<file path="config.mk">
export PLATFORM = sky130hd
export DESIGN_NAME = vga_timing_gen_flat
export DESIGN_NICKNAME = d
export VERILOG_FILES = /design/src/rtl/vga_timing_gen_if.sv /design/src/rtl/vga_timing_gen.sv /design/src/flat_wrapper.sv
export SDC_FILE = /design/constraint.sdc
export NUM_CORES = 1
export LEC_CHECK = 0
export ABC_AREA = 1
export CAP_MARGIN = 20
export CORE_ASPECT_RATIO = 0.7
export CORE_MARGIN = 1.5
export CORE_UTILIZATION = 40
export CTS_CLUSTER_DIAMETER = 200
export DETAILED_ROUTE_END_ITERATION = 10
export HOLD_SLACK_MARGIN = 0.1
export PLACE_DENSITY = 0.66
export SLEW_MARGIN = 5
export SYNTH_ARGS = -nofsm -noshare
export SYNTH_HDL_FRONTEND = slang
export SYNTH_SLANG_ARGS = --single-unit
export TNS_END_PERCENT = 20
</file>
<file path="constraint.sdc">
create_clock -name clk -period 3.2 [get_ports clk]
set_clock_uncertainty 0.1 [all_clocks]
set_input_delay 0.32 -clock clk [delete_from_list [all_inputs] [get_ports clk]]
set_output_delay 0.32 -clock clk [all_outputs]
set_load 0.005 [all_outputs]
</file>
<file path="src/rtl/vga_timing_gen_if.sv">
// vga_if: pixel-stream bundle shared by the timing generator and the draw stages.
interface vga_if;
    logic [10:0] hcount;
    logic [10:0] vcount;
    logic        hsync;
    logic        vsync;
    logic        hblnk;
    logic        vblnk;
    logic [11:0] rgb;

    modport vga_out (
        output hcount, vcount, hsync, vsync, hblnk, vblnk, rgb
    );

    modport vga_in (
        input hcount, vcount, hsync, vsync, hblnk, vblnk, rgb
    );
endinterface

</file>
<file path="src/rtl/vga_timing_gen.sv">
// vga_timing_gen: raster counter and sync/blank generator at the head of the video pipeline.
// Optional macro VGA_FRAME_CNT_EN enables the 16-bit frame counter; otherwise frame_cnt is tied to 0.
module vga_timing_gen #(
    parameter int unsigned H_ACTIVE = 800,
    parameter int unsigned H_FP     = 40,
    parameter int unsigned H_SYNC   = 128,
    parameter int unsigned H_BP     = 88,
    parameter int unsigned V_ACTIVE = 600,
    parameter int unsigned V_FP     = 1,
    parameter int unsigned V_SYNC   = 4,
    parameter int unsigned V_BP     = 23,
    parameter logic        SYNC_POL = 1'b1
) (
    input  logic        clk,
    input  logic        rst,
    input  logic        en,
    vga_if.vga_out      vga_out,
    output logic        frame_start,
    output logic [15:0] frame_cnt
);

    localparam int unsigned H_TOTAL = H_ACTIVE + H_FP + H_SYNC + H_BP;
    localparam int unsigned V_TOTAL = V_ACTIVE + V_FP + V_SYNC + V_BP;

    localparam logic [10:0] H_LAST = 11'(H_TOTAL - 1);
    localparam logic [10:0] V_LAST = 11'(V_TOTAL - 1);

    // Thresholds are 12 bits wide so that a sync ending exactly at 2048 still compares correctly.
    localparam logic [11:0] H_BLANK_AT  = 12'(H_ACTIVE);
    localparam logic [11:0] H_SYNC_AT   = 12'(H_ACTIVE + H_FP);
    localparam logic [11:0] H_SYNC_END  = 12'(H_ACTIVE + H_FP + H_SYNC);
    localparam logic [11:0] V_BLANK_AT  = 12'(V_ACTIVE);
    localparam logic [11:0] V_SYNC_AT   = 12'(V_ACTIVE + V_FP);
    localparam logic [11:0] V_SYNC_END  = 12'(V_ACTIVE + V_FP + V_SYNC);

    logic [10:0] hcount;
    logic [10:0] vcount;
    logic        hsync;
    logic        vsync;
    logic        hblnk;
    logic        vblnk;
    logic [11:0] rgb;

    logic [10:0] h_next;
    logic [10:0] v_next;
    logic        h_wrap;
    logic        v_wrap;
    logic        fs_next;
    logic        hblnk_next;
    logic        vblnk_next;
    logic        hsync_on;
    logic        vsync_on;

    // Next raster position and the flags it implies, so flags register alongside the counters.
    always_comb begin
        h_wrap     = (hcount == H_LAST);
        v_wrap     = (vcount == V_LAST);
        h_next     = h_wrap ? '0 : hcount + 11'd1;
        v_next     = vcount;
        if (h_wrap) begin
            v_next = v_wrap ? '0 : vcount + 11'd1;
        end
        fs_next    = h_wrap && v_wrap;
        hblnk_next = ({1'b0, h_next} >= H_BLANK_AT);
        vblnk_next = ({1'b0, v_next} >= V_BLANK_AT);
        hsync_on   = ({1'b0, h_next} >= H_SYNC_AT) && ({1'b0, h_next} < H_SYNC_END);
        vsync_on   = ({1'b0, v_next} >= V_SYNC_AT) && ({1'b0, v_next} < V_SYNC_END);
    end

    // Raster registers: advance on en, hold otherwise; frame_start only lives for one advance.
    always_ff @(posedge clk) begin
        if (rst) begin
            hcount      <= '0;
            vcount      <= '0;
            hblnk       <= 1'b0;
            vblnk       <= 1'b0;
            hsync       <= ~SYNC_POL;
            vsync       <= ~SYNC_POL;
            rgb         <= '0;
            frame_start <= 1'b0;
        end else if (en) begin
            hcount      <= h_next;
            vcount      <= v_next;
            hblnk       <= hblnk_next;
            vblnk       <= vblnk_next;
            hsync       <= hsync_on ? SYNC_POL : ~SYNC_POL;
            vsync       <= vsync_on ? SYNC_POL : ~SYNC_POL;
            rgb         <= '0;
            frame_start <= fs_next;
        end else begin
            frame_start <= 1'b0;
        end
    end

`ifdef VGA_FRAME_CNT_EN
    logic [15:0] frame_cnt_q;

    // Count frames in step with frame_start so the new value appears with the pulse.
    always_ff @(posedge clk) begin
        if (rst) begin
            frame_cnt_q <= '0;
        end else if (en && fs_next) begin
            frame_cnt_q <= frame_cnt_q + 16'd1;
        end
    end

    assign frame_cnt = frame_cnt_q;
`else
    assign frame_cnt = '0;
`endif

    assign vga_out.hcount = hcount;
    assign vga_out.vcount = vcount;
    assign vga_out.hsync  = hsync;
    assign vga_out.vsync  = vsync;
    assign vga_out.hblnk  = hblnk;
    assign vga_out.vblnk  = vblnk;
    assign vga_out.rgb    = rgb;

endmodule

</file>
<file path="src/flat_wrapper.sv">
// flat-port wrapper written by rule: the top's interface ports become plain ports
module vga_timing_gen_flat 
#(
    parameter int unsigned H_ACTIVE = 800,
    parameter int unsigned H_FP     = 40,
    parameter int unsigned H_SYNC   = 128,
    parameter int unsigned H_BP     = 88,
    parameter int unsigned V_ACTIVE = 600,
    parameter int unsigned V_FP     = 1,
    parameter int unsigned V_SYNC   = 4,
    parameter int unsigned V_BP     = 23,
    parameter logic        SYNC_POL = 1'b1
)
  (clk, rst, en, frame_start, frame_cnt, vga_out_hcount, vga_out_vcount, vga_out_hsync, vga_out_vsync, vga_out_hblnk, vga_out_vblnk, vga_out_rgb);
  vga_if vga_out_i ();
  input  logic clk;
  input  logic rst;
  input  logic en;
  output logic frame_start;
  output logic [15:0] frame_cnt;
  output wire logic [$bits(vga_out_i.hcount)-1:0] vga_out_hcount;
  output wire logic [$bits(vga_out_i.vcount)-1:0] vga_out_vcount;
  output wire logic [$bits(vga_out_i.hsync)-1:0] vga_out_hsync;
  output wire logic [$bits(vga_out_i.vsync)-1:0] vga_out_vsync;
  output wire logic [$bits(vga_out_i.hblnk)-1:0] vga_out_hblnk;
  output wire logic [$bits(vga_out_i.vblnk)-1:0] vga_out_vblnk;
  output wire logic [$bits(vga_out_i.rgb)-1:0] vga_out_rgb;
  assign vga_out_hcount = vga_out_i.hcount;
  assign vga_out_vcount = vga_out_i.vcount;
  assign vga_out_hsync = vga_out_i.hsync;
  assign vga_out_vsync = vga_out_i.vsync;
  assign vga_out_hblnk = vga_out_i.hblnk;
  assign vga_out_vblnk = vga_out_i.vblnk;
  assign vga_out_rgb = vga_out_i.rgb;
  vga_timing_gen #(.H_ACTIVE(H_ACTIVE), .H_FP(H_FP), .H_SYNC(H_SYNC), .H_BP(H_BP), .V_ACTIVE(V_ACTIVE), .V_FP(V_FP), .V_SYNC(V_SYNC), .V_BP(V_BP), .SYNC_POL(SYNC_POL)) u_core (.clk(clk), .rst(rst), .en(en), .vga_out(vga_out_i), .frame_start(frame_start), .frame_cnt(frame_cnt));
endmodule
</file>
==> results of run 1 <==
[worst max-delay path, cell delays in order, from the launching register on]
cell and delay [ps]:
dfxtp_1 490, ha_1 270, nand2_1 100, nor2_2 130
nand2_1 100, nor2_2 170, nand2_4 80, nand2_2 60
nand2_2 70, nor2_4 140, nand3_1 70, nor2_1 140
nand3_1 90, nand2_1 90, a21oi_2 50
[metrics by stage]
stage	total power, mW	util	std cells	hold slack [ps]	instance area (µm²)
2_1_floorplan	0.502	-	364	362	2190
3_3_place_gp	0.542	0.479	429	359	2340
3_5_place_dp	0.543	0.479	429	361	2340
4_1_cts	0.759	0.489	433	380	2390
5_1_grt	0.805	0.489	433	401	2390
6_report	0.751	0.489	433	382	2390
[synthesized netlist by cell type]
| library cell | count |
|---|---|
| nand3b_2 | 1 |
| a211oi_1 | 1 |
| inv_1 | 37 |
| ha_1 | 2 |
| nor2_1 | 32 |
| a21oi_1 | 18 |
| o22ai_1 | 1 |
| dfxtp_1 | 27 |
| nand3_1 | 32 |
| nand2_2 | 6 |
| o21a_1 | 1 |
| o21ai_0 | 23 |
| inv_2 | 5 |
| a21boi_1 | 1 |
| a211o_1 | 1 |
| nor3_2 | 1 |
| o211ai_1 | 1 |
| nor2_2 | 4 |
| xor2_1 | 2 |
| conb_1 | 1 |
| buf_4 | 28 |
| a31oi_1 | 2 |
| nand2_1 | 80 |
| a21oi_2 | 1 |
| clkbuf_1 | 6 |
| or2_2 | 1 |
| nand4_1 | 4 |
| nor2_4 | 4 |
| nand2_4 | 2 |
| nor2_8 | 1 |
| o21ai_1 | 6 |
| nor3_1 | 5 |
[per-layer routing]
| metal | GRT usage | wire (µm) |
|---|---|---|
| met1 | 0.326 | 2760 |
| met2 | 0.266 | 2070 |
| met3 | 0.0511 | 496 |
| met4 | 0.0404 | 37 |
| met5 | 0 | 0 |
[logic make-up after synthesis]
kind of cell / count (synthesis) / share of synthesized area
XOR/XNOR: 2 / 0.00839
adder cells (fa/ha/maj): 2 / 0.0120
AO/OA/AOI/OAI: 56 / 0.144
buffers and inverters: 76 / 0.187
AND/OR/NAND/NOR: 173 / 0.387
flip-flops: 27 / 0.259
other: 1 / 0.00180
[power groups by stage]
| stage | combinational, mW | clock, mW | sequential, mW |
|---|---|---|---|
| detailed placement | 0.153 | 0 | 0.390 |
| finish | 0.155 | 0.214 | 0.382 |
| floorplan | 0.117 | 0 | 0.385 |
| global placement | 0.153 | 0 | 0.389 |
| global route | 0.175 | 0.243 | 0.387 |
| CTS | 0.154 | 0.223 | 0.382 |
[layout make-up]
class                           count  area, µm²  area share
Multi-Input combinational cell    261       1260       0.526
Tap cell                           69       86.3      0.0361
Clock buffer                        3       41.3      0.0173
Timing Repair Buffer               30        298       0.125
Sequential cell                    27        541       0.226
Clock inverter                      1       7.51     0.00314
Inverter                           42        158      0.0660
[state kept, by name (all words and copies together), names as in the netlist]
| signal | cells |
|---|---|
| u_core.vga_out.hblnk | 1 |
| u_core.vga_out.vsync | 1 |
| u_core.vga_out.hsync | 1 |
| u_core.vga_out.vcount | 11 |
| u_core.vga_out.hcount | 11 |
| u_core.frame_start | 1 |
| u_core.vga_out.vblnk | 1 |
[worst max-delay path by stage]
stage / start / endpoint / slack, ps
2_1_floorplan: u_core.vga_out.vcount[0] / u_core.vga_out.vsync / 1220
4_1_cts: u_core.vga_out.vcount[0] / u_core.vga_out.vsync / 950
6_report: u_core.vga_out.vcount[0] / u_core.vga_out.vsync / 930
5_1_grt: u_core.vga_out.vcount[0] / u_core.vga_out.vsync / 720
3_3_place_gp: u_core.vga_out.vcount[0] / u_core.vga_out.vsync / 1010
3_5_place_dp: u_core.vga_out.vcount[0] / u_core.vga_out.vsync / 960
==> reports/summary.txt, run 1 <==
Final GP Congestion - 1.01
Total Nets Final - 370
Worst-case clock buffer depth - 2
Unrepaired setup endpoints after global routing - no
Postcts setup bufs - 0
Ranking of synthesized cells by area - dfxtp_1 26%, nand2_1 14%, buf_4 10%
Share of cells above drive strength 1 - 0.0852
First-pass GRT wire length - 9.00 mm
Yosys warns - 0
Total gr overflow - 0
Clk Latency, worst-skew pair - 290 ps
Max-Cap Viols - 0
Final Hold Fails - 0
Area Growth Syn to Fin - 14.4%
Most frequent cells in the layout - 80 x nand2_1, 37 x inv_1, 32 x nand3_1, 32 x nor2_1, 29 x clkdlybuf4s50_1
Sequential area share after synthesis - 0.259
Most area-hungry cell type in the Yosys netlist - dfxtp_1
Critical Path Source Type - flop
Clock group share of total power - 0.285
GRT Total Usage - 0.203
Slew @ Worst Pin - 548 ps
Internal - 508 µW
Switching Fraction - 0.323
Clock sinks - 27
CTS Buf Count - 3
Synth top area share - 0.259
Post-CTS sizing - 0
TritonCTS clock tree - done
Hold Buf Count CTS - 0
Initial DRT Pass Iterations - 5
Hold path start - u_core.vga_out.hsync
Total negative slack - 0 ps
CP Data Arrival Time - 2350 ps
Critical path type - flop to flop
Slew headroom - 0.635
WHS Path Cells - 2
Final slew viol count - 0
Register bit total from synthesis - 27
Path depth of the worst reg2reg path - 14
DRT iter0 DRCs - 297
Max FO, Critical Path - 9
Routed Antenna Nets - 0
ANT cells - 0
Die area - 0.00567 mm²
Crit Reg-Reg Startpoint - u_core.vga_out.vcount[0]
H-tree depth - 1
Flop pwr share - 0.509
Filler cells - 540
HPWL Detailed - 4.05 mm
VDD IR max - 0.000167 V
Netlist cell types - 32
Commonest non-fill, non-tap cell in the layout - nand2_1
Combinational power share - 0.207
Core box area - 0.00489 mm²
Initial Util - 0.427
Hold Crit Class - flop to flop
Largest net degree at the start of global routing - 33
Post-Syn Area - 0.00209 mm²
Root buf cell - clkbuf_8
FF-to-FF setup slack - 930 ps
Pre-CTS WS - 964 ps
Psw - 243 µW
Worst Setup Slack, final - 926 ps
Setup Viol. Count Final - 0
FMAX - 440 MHz
Avg WL per Cell - 12.4 µm
Mean Syn Cell Area - 6.19 µm²
Lkg Pwr - 1.09 nW
Die Span X - 89.3 µm
Vias after detailed routing - 2,136
Row cnt - 21
Synth Instances - 337
Clock Pin Slew Worst Setup and Hold Paths - 110 ps
Final period util - 0.711
Reg-to-reg endpoint - u_core.vga_out.vsync
Outcome - finished, final reports clean
Ports - 58
Worst setup EP type - flop
WP data required - 3280 ps
WL final - 5.37 mm
Hold Path Sink - u_core.vga_out.hsync
DRC - 0
PortBufs - 29
Antenna violations before repair - 0
Final min period - 2270 ps
Vias in the first global route - 1,841
Height of the die - 63.4 µm
Pwr/cell area - 314 mW/mm²
Via density - 4.93
Note: power is estimated with default switching activity, not from simulation.
==> run 2: changes to the inputs <==
--- a/config.mk
+++ b/config.mk
@@ -13,7 +13,7 @@
 export CTS_CLUSTER_DIAMETER = 200
 export DETAILED_ROUTE_END_ITERATION = 10
 export HOLD_SLACK_MARGIN = 0.1
-export PLACE_DENSITY = 0.66
+export PLACE_DENSITY = 0.68
 export SLEW_MARGIN = 5
 export SYNTH_ARGS = -nofsm -noshare
 export SYNTH_HDL_FRONTEND = slang
==> constraint.sdc (replaced) <==
create_clock -name clk -period 1.86 [get_ports clk]
set_clock_uncertainty 0.1 [all_clocks]
set_input_delay 0.186 -clock clk [delete_from_list [all_inputs] [get_ports clk]]
set_output_delay 0.186 -clock clk [all_outputs]
set_load 0.005 [all_outputs]
==> run 2 against run 1 <==
Compared with the run above:
- the flow now finishes with violations (setup timing)
- global-route usage is 2.2 points higher
- die area unchanged
- critical path depth grew 1
- sequential share of layout area decreased by 4.2 points
- via count rose by 11%
- worst setup slack worse by 1100 ps
- clock power rose by 68%
- first-iteration DRC count down 2.7%
- fmax grew 12%
- cell count rose by 15%
- critical endpoint unchanged
- highest routed layer unchanged
==> reports/summary.txt, run 2 (synthesized netlist as in run 1, its figures left out) <==
ANT cells - 0 (unchanged)
Core box area - 0.00489 mm² (unchanged)
Met2 Resource Use GR - 0.297 (+0.0310)
First-pass GRT wire length - 9.99 mm (+11%)
Layout Utilization - 0.618 (+0.129)
Final slew viol count - 0 (unchanged)
Slowest cell on the critical path - dfxtp_4
Final min period - 2030 ps (-246 ps)
VDD IR max - 0.000231 V (+39%)
Max-Cap Viols - 0 (unchanged)
DRT iter0 DRCs - 289 (-2.7%)
Die Span X - 89.3 µm (unchanged)
Cell mode on critical path - nand2_2
FF-to-FF setup slack - -170 ps (-1090 ps)
Row cnt - 21 (unchanged)
CTS Buf Count - 3 (unchanged)
Most frequent cells in the layout - 76 x nand2_1, 63 x buf_4, 36 x inv_1, 29 x nor2_1, 29 x clkdlybuf4s50_1
Final period util - 1.09 (+0.380)
Root buf cell - clkbuf_8
Flop pwr share - 0.454 (-0.055)
Setup Viol. Count Final - 6 (+6)
Crit path cell chain - ha_4 > nand2_2 > nor2_4 > nand2_4 > nor2_8 > nand2_4 > nor2_2 > nand2_2 > nand2_2 > nand2_1 > nor2_1 > nand3_1 > nor2_1 > nand2_1 > a21oi_2
Clock sinks - 27 (unchanged)
Via density - 4.79 (-2.9%)
Failing checks - setup timing
GRT Total Usage - 0.226 (+0.0224)
DRC - 0 (unchanged)
Pre-CTS WS - -230 ps (-1190 ps)
Global Route met1 Usage - 0.376 (+0.0506)
Critical path type - flop to flop
Total Nets Final - 433 (+17%)
Critical Path Source Type - flop
M3 GR Usage - 0.0433 (-0.00786)
Initial Util - 0.427 (unchanged)
Largest net degree at the start of global routing - 32 (-3.0%)
Placed Area - 0.00283 mm² (+21%)
H-tree depth - 1 (unchanged)
CP Data Arrival Time - 2160 ps (-190 ps)
PortBufs - 29 (unchanged)
FMAX - 493 MHz (+12%)
Total gr overflow - 0 (unchanged)
Worst setup EP type - flop
Final Hold Fails - 0 (unchanged)
Antenna violations before repair - 0 (unchanged)
Unrepaired setup endpoints after global routing - yes
HPWL Detailed - 4.61 mm (+14%)
Overall Power - 1.41 mW (+87%)
WP data required - 1990 ps (-1290 ps)
Height of the die - 63.4 µm (unchanged)
Vias after detailed routing - 2,376 (+11%)
Area Growth Syn to Fin - 44.6%
Hold Crit Class - flop to flop
Final GP Congestion - 0.949 (-5.8%)
Routed Antenna Nets - 0 (unchanged)
GRT Max-Usage Layer - met1
Commonest non-fill, non-tap cell in the layout - nand2_1
Clock group share of total power - 0.256 (-0.029)
Clock Pin Slew Worst Setup and Hold Paths - 100 ps (about the same)
Final Cell Area - 0.00302 mm² (+26%)
Worst Setup Slack, final - -169 ps (-1090 ps)
Pwr/cell area - 466 mW/mm² (+48%)
Max FO, Critical Path - 8 (-1)
Internal - 958 µW (+89%)
Vias in the first global route - 2,099 (+14%)
Outcome - finished, violations left
Lkg Pwr - 1.43 nW (+32%)
Switching Fraction - 0.319 (-0.00455)
Die area - 0.00567 mm² (unchanged)
Clk Latency, worst-skew pair - 280 ps (about the same)
Hold Buf Count CTS - 0 (unchanged)
Crit path largest cell delay - 370 ps (-120 ps)
Hold WS - 387 ps (+5.64 ps)
Initial DRT Pass Iterations - 5 (unchanged)
TritonCTS clock tree - done
WL final - 6.07 mm (+13%)
Share of cells above drive strength 1 - 0.293 (+0.208)
Psw - 449 µW (+85%)
Avg WL per Cell - 12.2 µm (-1.2%)
Worst-case clock buffer depth - 2 (unchanged)
Combinational power share - 0.290 (+0.083)
Largest regs - u_core.vga_out.hcount (11), u_core.vga_out.vcount (11)
Ports - 58 (unchanged)
run 2: cell count changes in the layout (fill, tap and decap cells not counted), sizes merged:
| cell | change |
|---|---|
| clkinv | +1 |
| clkinvlp | -1 |
| buf | +63 |
run 2: layout make-up:
cell class              count  area [µm²]
inverters                  42         158
flip-flops and latches     27         557
multi-input cells         261        1390
well taps                  69        86.3
fillers                   453        1870
clock inverters             1        5.00
clock buffers               3        41.3
repair buffers             93         783
run 2: worst paths after layout:
| check | end | cells after the start | from |
|---|---|---|---|
| worst max-delay path | u_core.vga_out.vsync | 15 | u_core.vga_out.hcount[1] |
| worst min-delay path | u_core.vga_out.hsync | 2 | u_core.vga_out.hsync |
| worst max register to register | u_core.vga_out.vsync | 15 | u_core.vga_out.hcount[1] |
| worst min register to register | u_core.vga_out.hsync | 2 | u_core.vga_out.hsync |
run 2: stage by stage:
stage               TNS, ps  instances
floorplan                 0        364
global placement       -557        488
detailed placement     -696        488
CTS                    -437        492
global route          -1510        496
finish                 -534        496
run 2: power groups by stage:
stage | combinational, mW | clock [mW] | sequential (mW)
final | 0.408 | 0.360 | 0.639
after floorplan | 0.203 | 0 | 0.663
after global routing | 0.453 | 0.393 | 0.644
after detailed placement | 0.383 | 0 | 0.650
after CTS | 0.388 | 0.369 | 0.637
after global placement | 0.381 | 0 | 0.649
run 2: what timing repair did:
| action | CTS | global route |
|---|---|---|
| setup endpoints to repair | 5 | 11 |
| buffers inserted | 0 | 4 |
| resized for setup | 9 | 24 |
| pin swaps | 2 | 10 |
run 2: metal layers:
metal | up-vias | share of wire
met5 | - | 0
met4 | 0 | 0.0068
met3 | 8 | 0.088
met2 | 110 | 0.39
met1 | 1044 | 0.52
li1 | 1214 | -
run 2: critical path, delay by kind of cell, from the launching register on:
kind,cells,cell delay (ps)
simple gates,13,1260
flops,1,370
fa+ha+maj,1,130
compound gates,1,110
==> run 3: changes to the inputs <==
==> constraint.sdc (replaced) <==
create_clock -name clk -period 1.86 [get_ports clk]
set_clock_uncertainty 0.1 [all_clocks]
set_input_delay 0.186 -clock clk [delete_from_list [all_inputs] [get_ports clk]]
set_output_delay 0.186 -clock clk [all_outputs]
set_load 0.02 [all_outputs]
==> run 3 against run 2 <==
Compared with the run above:
- the run still ends with setup timing left
- non-clock buffer count decreased by 1
- routed wire length increased by 1.6%
- die area unchanged
- critical path depth is 2 lower
- worst setup slack got worse by 12 ps
- register-to-register slack about the same
- core utilization shrank 0.84 points
- design area decreased by 1.4%
- global-route usage rose by 0.33 points
- sequential power barely moved
- critical path type unchanged
- highest routed layer unchanged
==> reports/summary.txt, run 3 (synthesized netlist as in run 1, its figures left out) <==
WL final - 6.17 mm (+1.6%)
Die Span X - 89.3 µm (unchanged)
Unrepaired setup endpoints after global routing - yes
Total Nets Final - 432 (-0.23%)
Vias in the first global route - 2,151 (+2.5%)
Final slew viol count - 0 (unchanged)
Placed Area - 0.00286 mm² (+0.84%)
Vias after detailed routing - 2,424 (+2.0%)
Filler cells - 463 (+2.2%)
H-tree depth - 1 (unchanged)
HPWL Detailed - 4.77 mm (+3.6%)
Setup Viol. Count Final - 4 (-2)
Most frequent cells in the layout - 77 x nand2_1, 62 x buf_4, 36 x inv_1, 29 x nor2_1, 29 x clkdlybuf4s50_1
DRT iter0 DRCs - 269 (-6.9%)
Height of the die - 63.4 µm (unchanged)
VDD IR max - 0.000331 V (+43%)
PortBufs - 29 (unchanged)
Worst setup EP type - flop
Avg WL per Cell - 12.5 µm (+1.9%)
Die area - 0.00567 mm² (unchanged)
GRT Total Usage - 0.229 (+0.00333)
Core box area - 0.00489 mm² (unchanged)
Initial DRT Pass Iterations - 5 (unchanged)
CP Data Arrival Time - 2160 ps (about the same)
Hold Crit Class - flop to flop
Final min period - 2040 ps (+12.2 ps)
Critical path's top delay family - simple AND/OR/NAND/NOR gates
Pwr/cell area - 491 mW/mm² (+5.3%)
Clock sinks - 27 (unchanged)
Worst-case clock buffer depth - 2 (unchanged)
Total negative slack - -521 ps (+12.3 ps)
DRC - 0 (unchanged)
Ports - 58 (unchanged)
Row cnt - 21 (unchanged)
Total gr overflow - 0 (unchanged)
Share of cells above drive strength 1 - 0.282 (-0.0110)
ANT cells - 0 (unchanged)
Area Growth Syn to Fin - 42.6%
Final period util - 1.10 (+0.00655)
Critical path type - flop to flop
TritonCTS clock tree - done
Lkg Pwr - 1.42 nW (-0.71%)
Slowest cell on the critical path - dfxtp_4
Largest net degree at the start of global routing - 32 (unchanged)
Clock Pin Slew Worst Setup and Hold Paths - 100 ps (about the same)
WP data required - 1980 ps (about the same)
Commonest non-fill, non-tap cell in the layout - nand2_1
Clk Latency, worst-skew pair - 280 ps (about the same)
Final GP Congestion - 0.904 (-4.7%)
Max FO, Critical Path - 8 (unchanged)
Antenna violations before repair - 0 (unchanged)
First-pass GRT wire length - 10.3 mm (+2.6%)
CTS Buf Count - 3 (unchanged)
Hold Buf Count CTS - 0 (unchanged)
CP Buf/Inv Count - 0 (unchanged)
Routed Antenna Nets - 0 (unchanged)
Critical Path Source Type - flop
Root buf cell - clkbuf_8
Initial Util - 0.427 (unchanged)
Final Cell Area - 0.00298 mm² (-1.4%)
Final Hold Fails - 0 (unchanged)
Largest regs - u_core.vga_out.hcount (11), u_core.vga_out.vcount (11)
Crit path largest cell delay - 370 ps (about the same)
Max-Cap Viols - 0 (unchanged)
Crit path cell chain - ha_4 > nand2_2 > nor2_4 > nand3_2 > nor2_4 > nand4_1 > nand2_2 > nand2_1 > nor2_1 > nand3_1 > nor2_1 > nand2_1 > a21oi_2
Outcome - finished, violations left
Failing checks - setup timing
Worst Setup Slack, final - -181 ps (-12.2 ps)
FMAX - 490 MHz (-0.60%)
Via density - 4.90 (+2.2%)
run 3: path summary, 6_finish.rpt:
| kind | startpoint | endpoint | slack, ps | cells after the start |
|---|---|---|---|---|
| worst max-delay path | u_core.vga_out.hcount[1] | u_core.vga_out.vsync | -180 | 13 |
| worst min-delay path | u_core.vga_out.hsync | u_core.vga_out.hsync | 380 | 2 |
| worst max register to register | u_core.vga_out.hcount[1] | u_core.vga_out.vsync | -180 | 13 |
| worst min register to register | u_core.vga_out.hsync | u_core.vga_out.hsync | 380 | 2 |
run 3: timing repair:
item / 4_1_cts / 5_1_grt
pin swaps: 2 / 5
setup buffers: 0 / 1
gates resized for setup: 8 / 15
endpoints found under the setup margin: 5 / 13
run 3: worst min-delay path, stage by stage, from the launching register on:
cell,delay (ps)
dfxtp_1,320
nand2_1,60
a21oi_1,60
run 3: routing by layer:
metal | GRT usage | vias to the layer above | share of wire
met5 | 0 | - | 0
met1 | 0.376 | 1082 | 0.52
met4 | 0.0308 | 0 | 0.012
met3 | 0.0459 | 10 | 0.087
li1 | - | 1209 | -
met2 | 0.305 | 123 | 0.38
run 3: report_power, final:
| group | switching, mW | internal, mW | total [mW] | leakage [nW] |
|---|---|---|---|---|
| Sequential | 0.0304 | 0.608 | 0.639 | 0.227 |
| Combinational | 0.278 | 0.193 | 0.471 | 1.17 |
| Clock | 0.201 | 0.151 | 0.352 | 0.0255 |
| Total | 0.509 | 0.952 | 1.46 | 1.42 |
run 3: area by class of cell:
class                           instances  area [µm²]  area share
Multi-Input combinational cell        261        1350       0.453
Inverter                               42         158      0.0530
Sequential cell                        27         563       0.189
Timing Repair Buffer                   92         776       0.261
Tap cell                               69        86.3      0.0290
Clock inverter                          1        5.00     0.00168
Clock buffer                            3        41.3      0.0139
run 3: metrics by stage:
stage / setup slack [ps] / hold slack, ps / total power [mW] / util / cells
after detailed placement: -180 / 361 / 1.10 / 0.584 / 490
after CTS: -159 / 382 / 1.46 / 0.599 / 494
after global routing: -326 / 394 / 1.54 / 0.609 / 495
final: -181 / 375 / 1.46 / 0.609 / 495
after global placement: -144 / 358 / 1.10 / 0.584 / 490
after floorplan: -24.3 / 290 / 0.941 / - / 364
